$ cat src/rtl/soc_periph_req_arbiter.sv
// soc_periph_req_arbiter: round-robin sharing of one peripheral port with ariane_soc address decode and local error/timeout responses
module soc_periph_req_arbiter #(
  parameter int unsigned NR_MASTERS = 3,
  parameter int unsigned ADDR_W     = 64,
  parameter int unsigned DATA_W     = 64,
  parameter int unsigned TIMEOUT    = 1024
) (
  input  logic                              clk_i,
  input  logic                              rst_ni,
  input  logic [NR_MASTERS-1:0]             m_req_i,
  input  logic [NR_MASTERS-1:0]             m_we_i,
  input  logic [NR_MASTERS-1:0][ADDR_W-1:0] m_addr_i,
  input  logic [NR_MASTERS-1:0][DATA_W-1:0] m_wdata_i,
  output logic [NR_MASTERS-1:0]             m_gnt_o,
  output logic [NR_MASTERS-1:0]             m_rvalid_o,
  output logic [DATA_W-1:0]                 m_rdata_o,
  output logic                              m_err_o,
  output logic                              s_req_o,
  output logic                              s_we_o,
  output logic [ADDR_W-1:0]                 s_addr_o,
  output logic [DATA_W-1:0]                 s_wdata_o,
  output logic [9:0]                        s_sel_o,
  input  logic                              s_gnt_i,
  input  logic                              s_rvalid_i,
  input  logic [DATA_W-1:0]                 s_rdata_i,
  input  logic                              s_err_i,
  output logic                              busy_o,
  output logic                              timeout_o
);
  localparam int unsigned PW = NR_MASTERS > 1 ? $clog2(NR_MASTERS) : 1;
  localparam int unsigned CW = $clog2(TIMEOUT);
  // index order follows axi_slaves_t: Debug(9) .. DRAM(0)
  localparam logic [9:0][63:0] BASE = {
    64'h0000_0000, 64'h0001_0000, 64'h0200_0000, 64'h0C00_0000, 64'h1000_0000,
    64'h1800_0000, 64'h2000_0000, 64'h3000_0000, 64'h4000_0000, 64'h8000_0000};
  localparam logic [9:0][63:0] LEN = {
    64'h0000_1000, 64'h0001_0000, 64'h000C_0000, 64'h03FF_FFFF, 64'h0000_1000,
    64'h0000_1000, 64'h0080_0000, 64'h0001_0000, 64'h0000_1000, 64'h4000_0000};
  typedef enum logic [1:0] {IDLE, REQ, RESP, ERR} state_e;
  state_e                  state_q, state_d;
  logic [PW-1:0]           ptr_q, ptr_d, w_q, win;
  logic                    found, done, expire;
  logic [ADDR_W-1:0]       addr, addr_q;
  logic [9:0]              sel, sel_q;
  logic [CW-1:0]           cnt_q;
  logic                    we_q, err_q, tmo_q;
  logic [DATA_W-1:0]       wdata_q, rdata_q;
  logic [NR_MASTERS-1:0]   rvalid_q;
  always_comb begin
    found = 1'b0;
    win   = '0;
    for (int i = 0; i < NR_MASTERS; i++) begin
      if (!found && m_req_i[(int'(ptr_q) + i) % NR_MASTERS]) begin
        found = 1'b1;
        win   = PW'((int'(ptr_q) + i) % NR_MASTERS);
      end
    end
    ptr_d = PW'((int'(win) + 1) % NR_MASTERS);
    addr  = m_addr_i[win];
    for (int k = 0; k < 10; k++)
      sel[k] = addr >= ADDR_W'(BASE[k]) && addr < ADDR_W'(BASE[k]) + ADDR_W'(LEN[k]);
  end
  assign done   = (state_q == REQ && s_gnt_i && s_rvalid_i) || (state_q == RESP && s_rvalid_i);
  assign expire = (state_q == REQ || state_q == RESP) && !done && cnt_q == CW'(TIMEOUT - 1);
  always_ff @(posedge clk_i or negedge rst_ni) begin
    if (!rst_ni) state_q <= IDLE;
    else         state_q <= state_d;
  end
  always_comb begin
    state_d = state_q;
    unique case (state_q)
      IDLE:    state_d = found ? (|sel ? REQ : ERR) : IDLE;
      REQ:     state_d = done ? IDLE : expire ? ERR : s_gnt_i ? RESP : REQ;
      RESP:    state_d = done ? IDLE : expire ? ERR : RESP;
      default: state_d = IDLE;
    endcase
  end
  // grant is gated by reset so nothing leaks out while rst_ni is low
  always_comb begin
    m_gnt_o = (state_q == IDLE && rst_ni && found) ? NR_MASTERS'(1) << win : '0;
    s_req_o = state_q == REQ;
    busy_o  = state_q != IDLE;
  end
  always_ff @(posedge clk_i or negedge rst_ni) begin
    if (!rst_ni) begin
      ptr_q    <= '0;
      w_q      <= '0;
      addr_q   <= '0;
      we_q     <= 1'b0;
      wdata_q  <= '0;
      sel_q    <= '0;
      cnt_q    <= '0;
      rvalid_q <= '0;
      rdata_q  <= '0;
      err_q    <= 1'b0;
      tmo_q    <= 1'b0;
    end else begin
      cnt_q <= state_q == IDLE ? '0 : cnt_q + CW'(1);
      if (state_q == IDLE && found) begin
        w_q     <= win;
        ptr_q   <= ptr_d;
        addr_q  <= addr;
        we_q    <= m_we_i[win];
        wdata_q <= m_wdata_i[win];
        sel_q   <= sel;
      end
      rvalid_q <= (done || state_q == ERR) ? NR_MASTERS'(1) << w_q : '0;
      rdata_q  <= done ? s_rdata_i : '0;
      err_q    <= done ? s_err_i : state_q == ERR;
      tmo_q    <= expire;
    end
  end
  assign m_rvalid_o = rvalid_q;
  assign m_rdata_o  = rdata_q;
  assign m_err_o    = err_q;
  assign s_we_o     = we_q;
  assign s_addr_o   = addr_q;
  assign s_wdata_o  = wdata_q;
  assign s_sel_o    = sel_q;
  assign timeout_o  = tmo_q;
endmodule
$ cat config.mk
export PLATFORM = sky130hd
export DESIGN_NAME = soc_periph_req_arbiter
export DESIGN_NICKNAME = d
export VERILOG_FILES = /design/src/rtl/soc_periph_req_arbiter.sv
export SDC_FILE = /design/constraint.sdc
export NUM_CORES = 1
export LEC_CHECK = 0
export ABC_AREA = 1
export CELL_PAD_IN_SITES_DETAIL_PLACEMENT = 1
export CELL_PAD_IN_SITES_GLOBAL_PLACEMENT = 2
export CORE_ASPECT_RATIO = 1.25
export CORE_MARGIN = 4
export CORE_UTILIZATION = 17
export CTS_CLUSTER_DIAMETER = 80
export DETAILED_ROUTE_END_ITERATION = 10
export PLACE_DENSITY_LB_ADDON = 0.1
export SLEW_MARGIN = 20
export SYNTH_ARGS = -nofsm -noshare
export SYNTH_HDL_FRONTEND = slang
export SYNTH_SLANG_ARGS = --single-unit
export TNS_END_PERCENT = 10
$ cat constraint.sdc
create_clock -name clk_i -period 2.65 [get_ports clk_i]
set_input_delay 0.3975 -clock clk_i [delete_from_list [all_inputs] [get_ports clk_i]]
set_output_delay 0.3975 -clock clk_i [all_outputs]
set_load 0.005 [all_outputs]
After elaboration in Yosys (flattened, before gate mapping)
Index checks and enable logic that the tools add are counted.
{"block": "totals", "reg_bits": 224, "inputBits": 459, "output_inout_bits": 213, "wordCells": 110}
{"block": "op_classes", "addsub": 4, "n_div": 4, "n_lt_le_gt_ge": 24, "n_eq_ne": 4, "shifts": 2, "muxes": 31, "n_reduce_logical": 29}
{"op": "64-bit binary-select mux with 2-bit select", "count": 2}
{"op": "64-bit two-way mux", "count": 3}
{"op": "64-bit by 29-bit greater-or-equal comparator with 1-bit output, second input constant", "count": 2}
{"op": "64-bit by 30-bit greater-or-equal comparator with 1-bit output, second input constant", "count": 2}
{"op": "64-bit by 29-bit less-than comparator with 1-bit output, second input constant", "count": 2}
{"op": "64-bit by 30-bit less-than comparator with 1-bit output, second input constant", "count": 2}
{"op": "32-bit by 3-bit less-than comparator with 1-bit output, second input constant", "count": 3}
{"op": "32-bit by 2-bit modulo with 32-bit output, second input constant", "count": 3}
{"op": "64-bit by 1-bit greater-or-equal comparator with 1-bit output, second input constant", "count": 1}
{"op": "64-bit by 17-bit greater-or-equal comparator with 1-bit output, second input constant", "count": 1}
{"op": "64-bit by 26-bit greater-or-equal comparator with 1-bit output, second input constant", "count": 1}
{"op": "64-bit by 28-bit greater-or-equal comparator with 1-bit output, second input constant", "count": 1}
{"op": "64-bit by 31-bit greater-or-equal comparator with 1-bit output, second input constant", "count": 1}
{"op": "64-bit by 32-bit greater-or-equal comparator with 1-bit output, second input constant", "count": 1}
{"op": "64-bit by 13-bit less-than comparator with 1-bit output, second input constant", "count": 1}
{"op": "64-bit by 18-bit less-than comparator with 1-bit output, second input constant", "count": 1}
{"op": "64-bit by 26-bit less-than comparator with 1-bit output, second input constant", "count": 1}
{"op": "64-bit by 28-bit less-than comparator with 1-bit output, second input constant", "count": 1}
{"op": "64-bit by 31-bit less-than comparator with 1-bit output, second input constant", "count": 1}
{"op": "64-bit by 32-bit less-than comparator with 1-bit output, second input constant", "count": 1}
{"op": "2-bit by 2-bit modulo with 32-bit output, second input constant", "count": 1}
{"op": "1-bit logical AND", "count": 20}
{"op": "2-bit two-way mux", "count": 9}
{"op": "10-bit by 1-bit adder with 10-bit output, second input constant", "count": 1}
{"op": "other kinds (17)", "count": 36}

Logic depth before layout (Yosys ltp)
Gate-level depths: netlist (run 1).
{"block": "depth", "depth_word": 18, "mapped_depth": 28, "ltp_nobuf": 26}

Worst setup path after synthesis (run 1)
Ideal clock, no wire load.
{"block": "synth_timing", "kind": "flip-flop to flip-flop", "from": "register ptr_q[0]", "to": "register state_q[1]", "setup_ps": 117, "arrival_time_ps": 2715, "setup_slack_ps": -183, "path_stages_with_launch": 27, "path_buffers": 2, "path_cell_list": "dfrtp_1 > inv_1 > ha_1 > inv_2 > nand3_1 > nand2_1 > nand3_4 > inv_2 > nand2_2 > nand2_2 > nor2_2 > buf_6 > buf_6 > nand2_1 > nand3_1 > nor2_1 > nand2_1 > nor2_1 > nand2_1 > nor2_8 > nand2_2 > nor2_1 > nor2_1 > nand3_1 > nor2_1 > nor2_1 > nor2_1"}
{"block": "synth_between", "elab_chain_len": 18}
{"element": "start, declared", "line_no": "41", "text": "logic [PW-1:0] ptr_q, ptr_d, w_q, win;"}
{"element": "start signal, assigned", "line_no": "101", "text": "ptr_q <= ptr_d;"}
{"element": "branches (longest 16 deep; another with 64-bit by 32-bit greater-or-equal comparator with 1-bit output)"}
{"element": "2-bit two-way mux *", "line_no": "72", "text": "IDLE: state_d = found ? (|sel ? REQ : ERR) : IDLE;"}
{"element": "2-bit case mux with 3 select lines *", "line_no": "71", "text": "unique case (state_q)"}
{"element": "named net state_d[1]", "line_no": "40", "text": "state_e state_q, state_d;"}
{"element": "end signal, assigned", "line_no": "67", "text": "else state_q <= state_d;"}
{"element": "end, declared", "line_no": "40"}
Mark *: on every way through the listed nets, which the timed path passes. The select of a mux whose other input is x is not followed.
A chain may end at the register's enable or synchronous reset.

Final worst setup path (run 1)
{"block": "layout_timing", "from": "register ptr_q[0]", "to": "register sel_q[7], in the netlist s_sel_o[7]"}
{"block": "layout_between", "elab_chain_len": 14}
{"element": "branches (longest 14 deep; another with 64-bit by 26-bit greater-or-equal comparator with 1-bit output)"}
{"element": "end signal, assigned", "line_no": "105", "text": "sel_q <= sel;"}
{"element": "end, declared", "line_no": "44", "text": "logic [9:0] sel, sel_q;"}
Parallel ways; which one is timed is not known. The select of a mux whose other input is x is not followed.

==> flow_summary.json, run 1 <==
{
  "nFillCells": 7559,
  "synth_cell_types": 33,
  "ff2ff_setup_slack_ns": -0.65,
  "peak_fanout_along_the_critical_path": 8,
  "pwr_density_cell_nw_per_um2": 1500,
  "clock_path_buffers": 3,
  "status": "finished, violations left",
  "setup_viol_count_final": 16,
  "antenna_violations_before_repair": 22,
  "worst_clk_skew_ns": 0.0215,
  "syn2layout_area_growth_pct": 94.9,
  "first_iter_violations": 443,
  "dp_hpwl_um": 53300,
  "timing.final.max_slew_violations": 0,
  "path_class_of_the_lowest_slack_min_delay_path": "primary input to flop",
  "min_path_cells": 3,
  "wirelength_um": 68900,
  "die_area_um2": 69800,
  "critical_path.cell_chain": "inv_4 > ha_4 > inv_4 > nand2_1 > nand3_2 > nand2_2 > nand3_2 > nand2_4 > buf_6 > nor2_4 > buf_12 > buf_12 > nand3_1 > nand3_1 > nor2_1 > nand2_1 > nor2_1 > nand2_2 > nor2_8 > nand2_4 > nor2_4 > buf_4 > buf_4 > mux2_2",
  "most-common-layout-cells": "clkdlybuf4s50_1, nand2_1, dfrtp_1",
  "yosysSeqAreaShare_pct": 50.2,
  "grt.overflow.total": 0,
  "holdWs_ns": 0.325,
  "grt_first_pass_wirelength_um": 98100,
  "gp_congestion": 0.818,
  "layout_commonest_cell": "clkdlybuf4s50_1",
  "fin_cells": 3115,
  "postSynthCellCount": 1451,
  "relSlewSlack_pct": 38.9,
  "yosysWarnings": 0,
  "drt-wirelength-per-cell_um": 22.1,
  "yosys_register_bits": 224,
  "vias_per_cell": 4.21,
  "floorplan.die.height_um": 294,
  "placedCellCount": 3007,
  "min_period_over_period_pct": 124,
  "place_worst_setup_slack_ns": -1.10,
  "p_leak_nw": 9.90,
  "final_hold_viol_count": 0,
  "die_w_um": 237,
  "postRouteAntennaNets": 0,
  "nets": 2699,
  "violations": "setup timing",
  "stdcell_area_um2": 21700,
  "ir_drop_v": 0.000948,
  "postPlaceCellArea_um2": 19700,
  "synthesis.nets": 1920,
  "min_from": "s_rdata_i[41]",
  "clkLatencyLatePin_ns": 0.59,
  "avgSynthCellArea_um2": 7.69,
  "timing.critical_path.required_ns": 3.10,
  "clock-root-buffer": "clkbuf_16",
  "syn_area_um2": 11200,
  "regToRegStartpoint": "ptr_q[0]",
  "fin_crit_ns": 3.30,
  "timing_worst_setup_path_type": "flop to flop",
  "critical_path.endpoint_type": "flop",
  "first_global_vias": 14100,
  "postLayoutSetupSlackWorst_ns": -0.647,
  "logic_depth_of_the_worst_register_to_register_path": 24,
  "cts_inserted_buffers": 30,
  "cts_tree": "built",
  "groute.usage.overall_pct": 18.6,
  "clock_sink_count": 224,
  "port_buffers": 671,
  "io_pins": 672,
  "grt_max_degree": 139,
  "post_route_cells_drive_above_1_share_pct": 16.2,
  "maxClockFrequency_mhz": 303,
  "critical_path.max_stage_delay_ns": 0.45,
  "initial_cell_density_of_the_core_pct": 17.3,
  "grt_setup_unrepaired": "true",
  "worst_hold_path.endpoint": "m_rdata_o[41]",
  "core-area_um2": 64700,
  "slowest_stage": "dfrtp_2",
  "max_slew.worst_pin.slew_ns": 0.917,
  "std_cell_rows": 104,
  "drv.max_cap_violation_count": 0,
  "htreeDepth": 1,
  "drt-pass1-iter-count": 4,
  "vias": 13100,
  "path_clk_slew_ns": 0.06,
  "final_core_util_pct": 33.6,
  "r2r-end": "s_sel_o[7]",
  "startpoint_type": "flop",
  "remaining_drc_errors": 0,
  "timing.critical_path.arrival_ns": 3.74
}
==> cells by family (layout without fill, tap and decap cells) <==
family                     Yosys count  in the layout  synth area share [%]
AOI/OAI and AO/OA                  238            238                  12.3
and+or+nand+nor                    761            762                  28.2
xor gates and xnor gates             1              1                0.0785
other                                0             15                     0
muxes                                2              2                 0.202
adders and majority gates           10             10                  1.12
buffers and inverters              215           1015                  7.89
DFF                                224            224                  50.2
==> report_power, final <==
part	leakage, nW	switching [W]	internal (W)	total (W)
sequential	2.81	0.000694	0.00477	0.00546
clock	0.510	0.00173	0.00268	0.00440
combinational	6.58	0.0125	0.0103	0.0227
==> synthesized netlist by cell type, drive strengths merged <==
library cell	number	area (um^2)
a21oi	134	671
nand3b	2	15.0
a221oi	3	26.3
o21ai	35	179
a22oi	61	458
xor2	1	8.76
inv	128	480
ha	10	125
o21a	1	7.51
a31oi	3	18.8
or2	1	6.26
nor3	8	40.0
nand2	384	1470
dfrtp	224	5610
buf	42	231
nand4	10	62.6
nor2	219	848
a21boi	1	7.51
mux2	2	22.5
nand3	137	713
clkinv	1	3.75
clkbuf	44	165
==> worst max-delay path by stage <==
| stage | endpoint | start | cells after the start | slack, ns |
|---|---|---|---|---|
| floorplan | state_q[1] | ptr_q[0] | 25 | -0.12 |
| CTS | state_q[1] | ptr_q[1] | 27 | -0.70 |
| detailed placement | state_q[1] | m_req_i[1] | 22 | -1.10 |
| global placement | state_q[1] | m_req_i[2] | 23 | -1.03 |
| global route | state_q[1] | ptr_q[1] | 27 | -0.85 |
| finish | s_sel_o[7] | ptr_q[0] | 24 | -0.65 |
==> flip-flops by register name, summed over array words and instances (netlist names) <==
signal and flops:
m_err_o 1, w_q 2, m_rvalid_o 3, ptr_q 2, state_q 2, m_rdata_o 64
s_sel_o 10, cnt_q 10, timeout_o 1, s_addr_o 64, s_we_o 1, s_wdata_o 64
==> critical path: cells and delay by family (launching register included) <==
family / cells / cell delay [ns]
simple gates: 15 / 1.42
buf+inv: 7 / 0.83
flops: 1 / 0.45
mux: 1 / 0.24
fa+ha+maj: 1 / 0.22
==> repair_timing <==
item | 4_1_cts | 5_1_grt
resized for setup | 61 | 105
endpoints found under the hold margin | 23 | 0
hold buffers | 1 | 0
gates cloned | 5 | 0
endpoints found under the setup margin | 76 | 75
pin swaps | 6 | 52
setup buffers | 18 | 18
==> layer usage <==
metal | part of all wire [%] | track usage [%] | wire length (um)
met1 | 38 | 20.7 | 26000
met2 | 51 | 33.7 | 35400
met3 | 8.0 | 6.42 | 5520
met4 | 2.7 | 5.31 | 1860
met5 | 0.17 | 0 | 116
==> through the flow <==
step	total power (W)	setup TNS (ns)
final	0.0326	-6.58
after global routing	0.0354	-15.09
after CTS	0.0322	-7.20
after detailed placement	0.0259	-38.30
after global placement	0.0257	-31.82
after floorplan	0.0149	-0.116
==> cell type report <==
type	instances	area, um^2	area share (%)
inverters	129	497	2.28
clock buffers	38	821	3.77
repair buffers	832	8220	37.8
flip-flops and latches	224	5610	25.8
multi-input cells	1013	5270	24.2
clock inverters	16	231	1.06
diodes	15	37.5	0.173
well taps	848	1060	4.88
Note: power is estimated with default switching activity, not from simulation.
==> run 2, diff against run 1 <==
==> constraint.sdc (replaced) <==
create_clock -name clk_i -period 2.65 [get_ports clk_i]
set_input_delay 0.3975 -clock clk_i [delete_from_list [all_inputs] [get_ports clk_i]]
set_output_delay 0.3975 -clock clk_i [all_outputs]
set_load 0.05 [all_outputs]
==> flow_summary.json, run 2 (synthesized netlist as in run 1, its figures left out) <==
{
  "status": "finished, violations left",
  "violations": "setup timing",
  "htreeDepth": 1,
  "first_global_vias": 14400,
  "stdcell_area_um2": 22200,
  "postRouteAntennaNets": 0,
  "p_leak_nw": 10.1,
  "maxClockFrequency_mhz": 306,
  "port_buffers": 671,
  "grt_max_degree": 101,
  "nets": 2715,
  "initial_cell_density_of_the_core_pct": 17.3,
  "first_iter_violations": 454,
  "grt.overflow.total": 0,
  "post_route_m1_wl_um": 25200,
  "setup_viol_count_final": 25,
  "gp_congestion": 0.807,
  "peak_fanout_along_the_critical_path": 5,
  "grt_setup_unrepaired": "true",
  "timing.critical_path.arrival_ns": 3.73,
  "floorplan.die.height_um": 294,
  "wirelength_um": 69600,
  "worst_clk_skew_ns": 0.0160,
  "wl_met3_um": 6400,
  "holdWs_ns": 0.333,
  "min_period_over_period_pct": 123,
  "layout_commonest_cell": "clkdlybuf4s50_1",
  "critical_path.endpoint_type": "flop",
  "max_slew.worst_pin.slew_ns": 0.714,
  "drt-wirelength-per-cell_um": 22.3,
  "postPlaceCellArea_um2": 19800,
  "vias": 13200,
  "remaining_drc_errors": 0,
  "ff_latch_area_um2": 5610,
  "dr_wl_met2_um": 36500,
  "postLayoutSetupSlackWorst_ns": -0.620,
  "clkLatencyLatePin_ns": 0.58,
  "cts_inserted_buffers": 30,
  "clock_path_buffers": 3,
  "cts_tree": "built",
  "routed.top_layer": "met5",
  "grt_first_pass_wirelength_um": 98700,
  "std_cell_rows": 104,
  "ir_drop_v": 0.000852,
  "vias_per_cell": 4.21,
  "timing.final.max_slew_violations": 0,
  "die_w_um": 237,
  "core-area_um2": 64700,
  "path_class_of_the_lowest_slack_min_delay_path": "primary input to flop",
  "clock_sink_count": 224,
  "drv.max_cap_violation_count": 0,
  "nFillCells": 7519,
  "clock-root-buffer": "clkbuf_16",
  "multiInputGateArea_um2": 5470,
  "relSlewSlack_pct": 52.3,
  "antenna_violations_before_repair": 19,
  "fin_cells": 3124,
  "placedCellCount": 3006,
  "power.total_w": 0.0382,
  "syn2layout_area_growth_pct": 99.1,
  "fin_crit_ns": 3.27,
  "io_pins": 672,
  "timing_worst_setup_path_type": "flop to flop",
  "path_clk_slew_ns": 0.06,
  "die_area_um2": 69800,
  "dp_hpwl_um": 53700,
  "timing.critical_path.required_ns": 3.11,
  "final_hold_viol_count": 0,
  "final_core_util_pct": 34.4,
  "post_route_cells_drive_above_1_share_pct": 17.7,
  "pwr_density_cell_nw_per_um2": 1720,
  "groute.usage.overall_pct": 18.8,
  "startpoint_type": "flop",
  "most-common-layout-cells": "clkdlybuf4s50_1, nand2_1, dfrtp_1",
  "drt-pass1-iter-count": 4
}
==> run 2: worst max-delay path, cell delays in order, from the launching register on <==
cell	delay [ns]
dfrtp_1	0.43
inv_2	0.12
ha_4	0.17
inv_2	0.05
nand2_2	0.07
nand3_2	0.10
nand2_4	0.13
nand3_4	0.13
nand3_4	0.12
nand2_4	0.08
buf_8	0.15
buf_6	0.13
buf_12	0.13
nand3_2	0.05
nand3_2	0.07
nor2_2	0.15
nand2_2	0.09
nor2_4	0.13
nand2_4	0.09
buf_12	0.13
nor2_4	0.14
nand4_1	0.16
nand4_1	0.13
nor2_1	0.05
nor2_1	0.09
nor2_1	0.05
==> run 2: layout make-up <==
| type | count | share of cell area (%) |
|---|---|---|
| inverters | 129 | 2.23 |
| clock inverters | 10 | 0.647 |
| repair buffers | 848 | 38.4 |
| well taps | 848 | 4.77 |
| clock buffers | 44 | 4.02 |
| diodes | 8 | 0.0901 |
| flip-flops and latches | 224 | 25.2 |
| multi-input cells | 1013 | 24.6 |
==> run 2: final timing paths <==
check | end | from | depth (start not counted) | slack [ns]
max | state_q[1] | ptr_q[1] | 25 | -0.62
min | m_rdata_o[52] | s_rdata_i[52] | 3 | 0.33
max reg2reg | state_q[1] | ptr_q[1] | 25 | -0.62
min reg2reg | cnt_q[0] | cnt_q[0] | 1 | 0.47
max in group asynchronous | m_rdata_o[35] | rst_ni | 3 | 1.59
min in group asynchronous | timeout_o | rst_ni | 3 | 0.47
==> run 2: per-stage QoR <==
stage,TNS [ns],worst slack [ns]
5_1_grt,-12.71,-0.799
6_report,-7.43,-0.620
3_3_place_gp,-26.69,-1.05
4_1_cts,-7.12,-0.593
2_1_floorplan,-0.202,-0.116
3_5_place_dp,-29.65,-1.19
==> run 2: layer usage <==
metal  vias up  global-route usage (%)
li1       6282                       -
met1      6314                    20.3
met2       451                    34.8
met3        78                    7.02
met4        26                    4.25
met5         -                       0
==> run 2: power by group <==
group / internal, W / switching [W] / leakage, nW
registers: 0.00477 / 0.000690 / 2.81
logic: 0.0112 / 0.0172 / 6.78
clock network: 0.00262 / 0.00170 / 0.514
total: 0.0186 / 0.0196 / 10.1
==> run 2: timing repair <==
item                                    4_1_cts  5_1_grt
buffers inserted                             26       22
pin swaps                                    42       69
endpoints found under the setup margin       85       85
resized for setup                           105      105
cloned                                        6        2
hold endpoints to repair                    224        0
hold buffers                                  1        0
